### src/rtl/control_sequencer.sv
// control_sequencer: Moore control FSM sequencing fetch/execute strobes for a single-bus CPU datapath.
// Latency: 3-cycle fetch (T0-T2), then 1 to 5 execute cycles; outputs decode from state and IR only.
// Backpressure: with CONTROL_SEQUENCER_MEM_WAIT_EN defined, T1, ld T6 and st T7 stall until mem_ready.
module control_sequencer (
  input  logic        clock,
  input  logic        reset,
  input  logic [31:0] IR,
  input  logic        CON_FF,
  input  logic        mem_ready,
  output logic        Gra,
  output logic        Grb,
  output logic        Grc,
  output logic        Rin,
  output logic        Rout,
  output logic        BAout,
  output logic        PCout,
  output logic        PCin,
  output logic        IncPC,
  output logic        MARin,
  output logic        MDRin,
  output logic        MDRout,
  output logic        IRin,
  output logic        Yin,
  output logic        Zin,
  output logic        Zlowout,
  output logic        Cout,
  output logic        CONin,
  output logic        Read,
  output logic        Write,
  output logic [4:0]  ALU_op,
  output logic        Run,
  output logic        illegal
);

  typedef enum logic [3:0] {
    S_RST, S_T0, S_T1, S_T2, S_T3, S_T4, S_T5, S_T6, S_T7, S_HALT
  } state_t;

  localparam logic [4:0] OP_LD   = 5'b00000;
  localparam logic [4:0] OP_LDI  = 5'b00001;
  localparam logic [4:0] OP_ST   = 5'b00010;
  localparam logic [4:0] OP_ADD  = 5'b00011;
  localparam logic [4:0] OP_SUB  = 5'b00100;
  localparam logic [4:0] OP_AND  = 5'b00101;
  localparam logic [4:0] OP_OR   = 5'b00110;
  localparam logic [4:0] OP_ADDI = 5'b01011;
  localparam logic [4:0] OP_BR   = 5'b10010;
  localparam logic [4:0] OP_NOP  = 5'b11010;
  localparam logic [4:0] OP_HALT = 5'b11011;

  state_t     state, next_state;
  logic [4:0] opcode;
  logic       is_alu, is_imm, is_mem;
  logic       mem_go;
  logic       unused_ir;

  assign opcode = IR[31:27];
  assign is_alu = (opcode == OP_ADD) || (opcode == OP_SUB) ||
                  (opcode == OP_AND) || (opcode == OP_OR);
  assign is_imm = (opcode == OP_ADDI) || (opcode == OP_LDI);
  assign is_mem = (opcode == OP_LD) || (opcode == OP_ST);

  // Register fields are decoded downstream; only the opcode matters here.
`ifdef CONTROL_SEQUENCER_MEM_WAIT_EN
  assign mem_go    = mem_ready;
  assign unused_ir = ^IR[26:0];
`else
  assign mem_go    = 1'b1;
  assign unused_ir = ^{IR[26:0], mem_ready};
`endif

  // State register; reset wins over everything, including a pending mem_ready.
  always_ff @(posedge clock) begin
    if (reset) state <= S_RST;
    else       state <= next_state;
  end

  // Next-state and Moore output decode; PCin in br T6 is the only input-gated output.
  always_comb begin
    next_state = state;
    Gra = 1'b0; Grb = 1'b0; Grc = 1'b0;
    Rin = 1'b0; Rout = 1'b0; BAout = 1'b0;
    PCout = 1'b0; PCin = 1'b0; IncPC = 1'b0; MARin = 1'b0;
    MDRin = 1'b0; MDRout = 1'b0; IRin = 1'b0; Yin = 1'b0;
    Zin = 1'b0; Zlowout = 1'b0; Cout = 1'b0; CONin = 1'b0;
    Read = 1'b0; Write = 1'b0;
    ALU_op = 5'b00000;
    Run = 1'b1;
    illegal = 1'b0;
    case (state)
      S_RST: next_state = S_T0;
      S_T0: begin
        PCout = 1'b1; MARin = 1'b1; IncPC = 1'b1; Zin = 1'b1;
        next_state = S_T1;
      end
      S_T1: begin
        Zlowout = 1'b1; PCin = 1'b1; Read = 1'b1; MDRin = 1'b1;
        if (mem_go) next_state = S_T2;
      end
      S_T2: begin
        MDRout = 1'b1; IRin = 1'b1;
        next_state = S_T3;
      end
      S_T3: begin
        if (is_alu) begin
          Grb = 1'b1; Rout = 1'b1; Yin = 1'b1;
          next_state = S_T4;
        end else if (is_imm || is_mem) begin
          Grb = 1'b1; BAout = 1'b1; Yin = 1'b1;
          next_state = S_T4;
        end else if (opcode == OP_BR) begin
          Gra = 1'b1; Rout = 1'b1; CONin = 1'b1;
          next_state = S_T4;
        end else if (opcode == OP_HALT) begin
          next_state = S_HALT;
        end else if (opcode == OP_NOP) begin
          next_state = S_T0;
        end else begin
          illegal = 1'b1;
          next_state = S_T0;
        end
      end
      S_T4: begin
        next_state = S_T5;
        if (is_alu) begin
          Grc = 1'b1; Rout = 1'b1; Zin = 1'b1; ALU_op = opcode;
        end else if (is_imm || is_mem) begin
          Cout = 1'b1; Zin = 1'b1; ALU_op = OP_ADD;
        end else if (opcode == OP_BR) begin
          PCout = 1'b1; Yin = 1'b1;
        end else begin
          next_state = S_T0;
        end
      end
      S_T5: begin
        next_state = S_T0;
        if (is_alu || is_imm) begin
          Zlowout = 1'b1; Gra = 1'b1; Rin = 1'b1;
        end else if (is_mem) begin
          Zlowout = 1'b1; MARin = 1'b1;
          next_state = S_T6;
        end else if (opcode == OP_BR) begin
          Cout = 1'b1; Zin = 1'b1; ALU_op = OP_ADD;
          next_state = S_T6;
        end
      end
      S_T6: begin
        next_state = S_T0;
        if (opcode == OP_LD) begin
          Read = 1'b1; MDRin = 1'b1;
          next_state = mem_go ? S_T7 : S_T6;
        end else if (opcode == OP_ST) begin
          Gra = 1'b1; Rout = 1'b1; MDRin = 1'b1;
          next_state = S_T7;
        end else if (opcode == OP_BR) begin
          Zlowout = 1'b1; PCin = CON_FF;
        end
      end
      S_T7: begin
        next_state = S_T0;
        if (opcode == OP_LD) begin
          MDRout = 1'b1; Gra = 1'b1; Rin = 1'b1;
        end else if (opcode == OP_ST) begin
          Write = 1'b1;
          if (!mem_go) next_state = S_T7;
        end
      end
      S_HALT: Run = 1'b0;
      default: next_state = S_RST;
    endcase
  end

endmodule

### config.mk
export PLATFORM = sky130hd
export DESIGN_NAME = control_sequencer
export DESIGN_NICKNAME = d
export VERILOG_FILES = /design/src/rtl/control_sequencer.sv
export SDC_FILE = /design/constraint.sdc
export NUM_CORES = 1
export LEC_CHECK = 0
export BUFFER_PORTS_ARGS = -buffer_cell sky130_fd_sc_hd__buf_2
export CAP_MARGIN = 0
export CORE_UTILIZATION = 30
export CTS_BUF_LIST = sky130_fd_sc_hd__clkbuf_8
export CTS_CLUSTER_SIZE = 20
export DETAILED_ROUTE_END_ITERATION = 7
export HOLD_SLACK_MARGIN = 0.03
export SETUP_SLACK_MARGIN = 0.3
export SLEW_MARGIN = 40
export SYNTH_ARGS = -nofsm -noshare
export SYNTH_HDL_FRONTEND = slang
export SYNTH_SLANG_ARGS = --single-unit
### constraint.sdc
create_clock -name clock -period 1.86 [get_ports clock]
set_clock_uncertainty 0.15 [all_clocks]
set_input_delay 0.279 -clock clock [delete_from_list [all_inputs] [get_ports clock]]
set_output_delay 0.279 -clock clock [all_outputs]
set_load 0.02 [all_outputs]
==> flow_summary.ini <==
[run_status]
outcome = finished with violations
violations = negative setup slack

[critical_path]
cp-start-kind = flip-flop
path_class = reg2out
worst_path_max_delay_cell = or3b_4
max_stage_delay_ps = 400
crit_cells = 5
reg2reg_depth = 5
cp.buffers_inverters = 1
critPathMaxFanout = 4
crit_chain = nand2b_4, or3b_4, nor4_4, and2_4, buf_6
cp-end-kind = primary output
cp.required_ps = 1430
arrival_ps = 1680
crit_family = simple AND/OR/NAND/NOR gates

[layout]
largest_reg_flops = 4
reg_top3 = state: 4 flops
num-nets-final = 214
max_flop_register = state
antennaDiodeCount = 0
stdcell_area_um2 = 1720
final_common_cell = buf_4
layout-drive-gt1-share_pct = 70.5
final_util_pct = 68.3
final_cell_mix = buf_4 (38), buf_6 (28), nor2_1 (7)
syn_to_final_growth_pct = 110

[worst_hold_path]
min_path_cells = 2
hold_class = in2reg

[grt]
overflow = 0
grt_max_degree = 16
antenna_found_initial = 0
grt_pass1_wl_mm = 4.73
track_usage_pct = 22.4
grt_pass1_vias = 1041

[place]
place.gp.congestion = 0.799
placed_cell_area_um2 = 1300
hpwlAfterDp_mm = 2.23
numPortBuffers = 32
dp_slack_ps = -129

[logic_synthesis]
synth-seq-cells = 4
yosys_warnings = 0
synth_area_leaders = dfxtp_1 (9.8%), nor2_1 (7.3%), buf_6 (4.1%), a21o_1 (3.7%), a2111oi_4 (3.4%)
synth_ff_type = dfxtp_1
netlist.area_leader.share_pct = 9.76
synth_area_per_cell_um2 = 7.39
synth_area_um2 = 821
postSynthCellCount = 111
ys_seq_area_share_pct = 9.76
synth_edf_count = 0
yosysTopAreaCell = dfxtp_1
ys_types = 49
synth_async_sr_flop_share_pct = 0

[die]
fp-row-count = 18
core-area_um2 = 2520
start_util_pct = 32.5
die_h_um = 54.3
dieArea_um2 = 2950
ios = 63
die_x_um = 54.3

[pwr]
power.density_nw_per_um2 = 363
ir_drop_uv = 417
p_leak_nw = 0.742

[drt]
drt_iter0_markers = 6
ant_nets = 0
routed_via_density = 5.40
routed_wl_mm = 3.21
first_pass_iters = 4
vias = 1112
drc = 0
wl_per_cell_um = 15.6

[cts]
clk_path_buf_depth = 2
clk_latency_ps = 230
cts-htree-levels = 1
hold_buffers = 0
root_buffer = clkbuf_8
clk_pin_slew_ps = 30
cts_buffers = 3
clock-sinks = 4
cts_tree = done

[timing]
max_freq_mhz = 474
finalSetupTns_ps = -2100
finalCriticalPeriod_ps = 2110
period_share_pct = 113
drv_slew = 0
finalWorstSetupSlack_ps = -251
hold_viol = 0
setup_viol = 17
rsz0062_at_grt = true

[run]
drv_cap = 0
timing repair:
item | CTS | global route
pin swaps | 13 | 10
setup buffers | 8 | 1
gates resized for setup | 69 | 17
endpoints found under the setup margin | 26 | 28
cells in the mapped netlist, drive strengths merged, types with 3 or more instances:
cell type   n
nor3        4
nand2       7
dfxtp       4
nor2b       4
nor2       16
nor3b       3
a31oi       3
a21o        4
buf         8
nand3       3
nand3b      3
clkbuf      4
nand2b      5
inv         3
a21oi       4
cells by family after synthesis:
family	share of synthesized area, %
DFF	9.76
xor gates and xnor gates	2.13
AOI/OAI and AO/OA	29.3
buffers and inverters	11.3
muxes	1.22
other	0.457
and+or+nand+nor	45.9
routing by layer:
layer / track usage [%] / vias to the layer above / wire length [µm]
li1: - / 537 / -
met1: 25.2 / 547 / 1270
met2: 42.5 / 25 / 1800
met3: 2.50 / 3 / 115
met4: 8.12 / 0 / 29
met5: 0 / - / 0
path summary, 6_finish.rpt:
check | startpoint | end | slack (ps)
max | state[3] | ALU_op[2] | -250
min | reset | state[0] | 130
max reg2reg | state[0] | state[1] | 320
min reg2reg | state[3] | state[0] | 420
through the flow:
stage	cells	hold WS (ps)	power [mW]
after CTS	205	128	0.599
after global placement	194	341	0.338
after detailed placement	194	353	0.347
after floorplan	112	200	0.262
after global routing	206	133	0.657
final	206	126	0.626
power breakdown:
| part | leakage (nW) | internal [mW] | switching (mW) |
|---|---|---|---|
| clock | 0.0216 | 0.139 | 0.0527 |
| sequential | 0.0346 | 0.0911 | 0.00634 |
| combinational | 0.686 | 0.162 | 0.175 |
| total | 0.742 | 0.392 | 0.234 |
layout make-up:
class | count | area [µm²]
Clock buffer | 3 | 41.3
Multi-Input combinational cell | 93 | 896
Tap cell | 30 | 37.5
Sequential cell | 4 | 87.6
Fill cell | 218 | 801
Inverter | 3 | 13.8
Timing Repair Buffer | 73 | 646
(Power assumes the default switching activity.)
